--- config.mk ---
export PLATFORM = sky130hd
export DESIGN_NAME = io_config_loader
export DESIGN_NICKNAME = d
export VERILOG_FILES = /design/src/rtl/io_config_loader.sv
export SDC_FILE = /design/constraint.sdc
export NUM_CORES = 1
export LEC_CHECK = 0
export BUFFER_PORTS_ARGS = -buffer_cell sky130_fd_sc_hd__buf_2
export CORE_MARGIN = 5
export CORE_UTILIZATION = 61
export CTS_CLUSTER_SIZE = 8
export DETAILED_ROUTE_END_ITERATION = 12
export GPL_ROUTABILITY_DRIVEN = 0
export GPL_TIMING_DRIVEN = 0
export PLACE_DENSITY = 0.88
export SKIP_LAST_GASP = 1
export SLEW_MARGIN = 25
export SYNTH_ARGS = -nofsm -noshare
export SYNTH_HDL_FRONTEND = slang
export SYNTH_SLANG_ARGS = --single-unit
--- constraint.sdc ---
create_clock -name IOCLK -period 4.9 [get_ports IOCLK]
set_clock_uncertainty 0.2 [all_clocks]
set_input_delay 0.245 -clock IOCLK [delete_from_list [all_inputs] [get_ports IOCLK]]
set_output_delay 0.245 -clock IOCLK [all_outputs]
set_load 0.02 [all_outputs]
--- src/rtl/io_config_loader.sv ---
// Serial configuration loader for a column of I/O blocks: receives a framed
// bitstream (sync word, per-IOB payload, even parity) and commits it atomically.
module io_config_loader #(
    parameter int          NUM_IOB   = 8,
    parameter logic [7:0]  SYNC_WORD = 8'hA5
) (
    input  logic                   IOCLK,
    input  logic                   RST,
    input  logic                   CFG_START,
    input  logic                   CFG_VALID,
    input  logic                   CFG_DIN,
    output logic [2*NUM_IOB-1:0]   TSMUX_OUT,
    output logic [NUM_IOB-1:0]     DORREG_OUT,
    output logic                   BUSY,
    output logic                   DONE,
    output logic                   ERR
);

    localparam int PAY_W   = 3 * NUM_IOB;
    localparam int CNT_RAW = $clog2(PAY_W + 1);
    // The same counter also runs the 8-bit sync phase, so it never drops below 3 bits.
    localparam int CNT_W   = (CNT_RAW < 3) ? 3 : CNT_RAW;

    typedef enum logic [1:0] {
        IDLE   = 2'd0,
        SYNC   = 2'd1,
        DATA   = 2'd2,
        PARITY = 2'd3
    } state_t;

    state_t                 state_q,  state_d;
    logic [CNT_W-1:0]       cnt_q,    cnt_d;
    logic [7:0]             shift_q,  shift_d;
    logic [PAY_W-1:0]       stage_q,  stage_d;
    logic                   par_q,    par_d;
    logic [2*NUM_IOB-1:0]   tsmux_q,  tsmux_d;
    logic [NUM_IOB-1:0]     dorreg_q, dorreg_d;
    logic                   done_q,   done_d;
    logic                   err_q,    err_d;

    logic [7:0]             shift_next;
    logic [2*NUM_IOB-1:0]   stage_ts;
    logic [NUM_IOB-1:0]     stage_dr;

    assign shift_next = {shift_q[6:0], CFG_DIN};

    // Payload is shifted in from the LSB, so IOB 0 (sent first) ends up at the top.
    generate
        for (genvar gi = 0; gi < NUM_IOB; gi++) begin : g_unpack
            assign stage_ts[2*gi+1 -: 2] = stage_q[PAY_W-1-3*gi -: 2];
            assign stage_dr[gi]          = stage_q[PAY_W-3-3*gi];
        end
    endgenerate

    always_comb begin
        state_d  = state_q;
        cnt_d    = cnt_q;
        shift_d  = shift_q;
        stage_d  = stage_q;
        par_d    = par_q;
        tsmux_d  = tsmux_q;
        dorreg_d = dorreg_q;
        done_d   = done_q;
        err_d    = err_q;

        if (CFG_START) begin
            state_d = SYNC;
            cnt_d   = '0;
            shift_d = '0;
            stage_d = '0;
            par_d   = 1'b0;
            done_d  = 1'b0;
            err_d   = 1'b0;
        end else if (CFG_VALID) begin
            case (state_q)
                SYNC: begin
                    shift_d = shift_next;
                    if (cnt_q == CNT_W'(7)) begin
                        cnt_d = '0;
                        if (shift_next == SYNC_WORD) begin
                            state_d = DATA;
                        end else begin
                            state_d = IDLE;
                            err_d   = 1'b1;
                        end
                    end else begin
                        cnt_d = cnt_q + CNT_W'(1);
                    end
                end
                DATA: begin
                    stage_d = {stage_q[PAY_W-2:0], CFG_DIN};
                    par_d   = par_q ^ CFG_DIN;
                    if (cnt_q == CNT_W'(PAY_W - 1)) begin
                        cnt_d   = '0;
                        state_d = PARITY;
                    end else begin
                        cnt_d = cnt_q + CNT_W'(1);
                    end
                end
                PARITY: begin
                    state_d = IDLE;
                    // Even parity overall: the parity bit must equal the payload XOR.
                    if (par_q == CFG_DIN) begin
                        tsmux_d  = stage_ts;
                        dorreg_d = stage_dr;
                        done_d   = 1'b1;
                    end else begin
                        err_d = 1'b1;
                    end
                end
                default: begin
                end
            endcase
        end
    end

    always_ff @(posedge IOCLK) begin
        if (RST) begin
            state_q  <= IDLE;
            cnt_q    <= '0;
            shift_q  <= '0;
            stage_q  <= '0;
            par_q    <= 1'b0;
            tsmux_q  <= '0;
            dorreg_q <= '0;
            done_q   <= 1'b0;
            err_q    <= 1'b0;
        end else begin
            state_q  <= state_d;
            cnt_q    <= cnt_d;
            shift_q  <= shift_d;
            stage_q  <= stage_d;
            par_q    <= par_d;
            tsmux_q  <= tsmux_d;
            dorreg_q <= dorreg_d;
            done_q   <= done_d;
            err_q    <= err_d;
        end
    end

    assign TSMUX_OUT  = tsmux_q;
    assign DORREG_OUT = dorreg_q;
    assign BUSY       = (state_q != IDLE);
    assign DONE       = done_q;
    assign ERR        = err_q;

endmodule

==> qor.csv <==
metric,value,unit
synth_ff_type,dfxtp_1,
cts_setup_buffers,0,
ir_drop,237,uV
area_delta_synth_final,15.8,%
antenna_found_initial,0,
core_area,4030,sq um
yosysTopAreaCellShare,0.507,
maxSlewViolCount,0,
io_pins,32,
hpwl,3590,microns
firstDrtPassIters,4,
syn_area,2570,sq um
routed_via_density,5.46,
crit_slowest_cell,dfxtp_1,
crit_path_frequent_cell,nand2_1,
synthArstFlopShare,0,
fmax,506,MHz
holdCritPathClass,primary input to flip-flop,
grt_pass1_wl,9200,microns
vias,2085,
synth_area_per_cell,8.97,sq um
cts_root_buffer,clkbuf_8,
numCtsBuffers,9,
tightest_slew,0.496,ns
synth_largest_area_cell,dfxtp_1,
total_leakage_power,1.08,nW
yosys_warnings,0,
ctsResizeCount,0,
fin_crit,1.98,ns
clockBufferDepth,2,
synthTopCellsByArea,"dfxtp_1 51%, nand2_1 9.7%, mux2i_1 9.4%",
die_w,74.9,microns
n_antenna_cell,0,
nNetsFinal,337,
pre_cts_ws,2.97,ns
drtAntennaViolNets,0,
synth_seq_area_share,0.507,
fin_ws,2.92,ns
cap_violations,0,
clkTransAtPathRegs,0.06,ns
crit_path_cell_trace,inv_1 > ha_1 > nand2_1 > clkbuf_1 > nand2_1 > a21oi_1,
synth_nets,296,
arrival,2.03,ns
timing.slew.headroom,0.670,
dieArea,5600,sq um
stdcell_count,382,
crit_type,flip-flop to flip-flop,
final.setup.tns,0,ns
powerDensity,335,nW/um^2
die_h,74.9,microns
drive_gt1_frac,0.157,
netlist_top_cells_count,"66 x nand2_1, 65 x dfxtp_1, 35 x a21oi_1",
ys_ff_latch,65,
drtIter0Drc,178,
wl_per_cell,14.1,microns
grt_max_degree,11,
cp_num_buf_inv,2,
start_util,0.637,
start_kind,flip-flop,
grt_pass1_vias,2032,
grt_overflow,0,
setup_viol,0,
critPathTopFamily,buffers and inverters,
htree_levels,3,
fill_cells,307,
rows,23,
yosysUniqueCellTypes,35,
cpPeakStageDelay,0.42,ns
cp-end-kind,flip-flop,
portBuffers,29,
required,4.96,ns
yosys.cell_count.top_type,nand2_1,
tritoncts,done,
drc,0,
synth_edf_count,0,
synth_cells,286,
p_total,0.996,mW
dp.cells,365,
status,"complete, no violations",
finalHoldViolations,0,
rsz0062_at_grt,false,
grt_use_total,0.219,
insertion_delay,0.33,ns
post-route-period-util,0.403,
cp_max_fo,10,
drt-total-wl,5410,microns
clock-sinks,65,
==> per-stage QoR <==
stage,area (sq um),utilization,hold slack [ns]
final,2970,0.738,0.0180
after global routing,2970,0.738,0.0628
after CTS,2970,0.738,0.00342
after detailed placement,2770,0.689,0.246
after global placement,2770,0.689,0.243
after floorplan,2570,-,0.192
==> cell families (layout without fill, tap and decap cells) <==
family	count (synthesis)	after routing	share of synthesized area
simple gates	119	119	0.205
xor+xnor	4	4	0.0137
buf+inv	21	67	0.0488
flops	65	65	0.507
mux	24	24	0.0936
fa+ha+maj	5	5	0.0244
compound gates	48	48	0.107
==> per-layer routing <==
layer | wire [microns] | track usage | share of wire
met1 | 2400 | 0.278 | 0.44
met2 | 2620 | 0.348 | 0.48
met3 | 249 | 0.0441 | 0.046
met4 | 140 | 0.125 | 0.026
met5 | 0 | 0 | 0
==> worst reg2reg max path, cell delays in order, from the launching register on <==
cell,delay (ns)
dfxtp_1,0.42
inv_1,0.09
ha_1,0.27
nand2_1,0.22
clkbuf_1,0.40
nand2_1,0.13
a21oi_1,0.17
==> final timing paths <==
kind	endpoint	cells past startpoint	startpoint	slack, ns
setup reg to reg	stage_q[22]	6	state_q[0]	2.92
setup / recovery	stage_q[22]	6	state_q[0]	2.92
hold / removal	shift_q[0]	3	CFG_DIN	0.02
hold reg to reg	shift_q[6]	2	shift_q[6]	0.26
==> where the power goes <==
part	switching (mW)	internal [mW]	leakage, nW
logic	0.0228	0.00906	0.460
clock network	0.185	0.248	0.0974
registers	0.00151	0.530	0.524
==> layout make-up <==
cell class / instances / area (sq um) / area share
clock inverters: 3 / 40.0 / 0.0135
clock buffers: 13 / 149 / 0.0501
well taps: 50 / 62.6 / 0.0210
multi-input cells: 200 / 1140 / 0.383
plain buffers: 18 / 114 / 0.0383
flip-flops and latches: 65 / 1300 / 0.438
repair buffers: 30 / 155 / 0.0522
inverters: 3 / 11.3 / 0.00379
==> cells in the final DEF, fill, tap and decap left out, drive strengths merged, types with 2 or more instances in the layout <==
cell and count:
or3 2, nand2 66, buf 38, clkbuf 22
mux2i 24, xor2 3, nand4bb 2, a211oi 3
o31ai 2, ha 5, o21a 2, clkinv 2
dfxtp 65, nand3 7, and2 2, nor2 32
inv 3, a21oi 35
==> flip-flops by register name, indices dropped and copies added (netlist names) <==
register,count
DONE,1
DORREG_OUT,8
ERR,1
TSMUX_OUT,16
cnt_q,5
par_q,1
shift_q,7
stage_q,24
state_q,2
==> repair_timing <==
item | in CTS | in global routing
hold endpoints to repair | 3 | 0
hold buffers | 1 | 0
endpoints found under the setup margin | 0 | 0
Note: power is estimated with default switching activity, not from simulation.
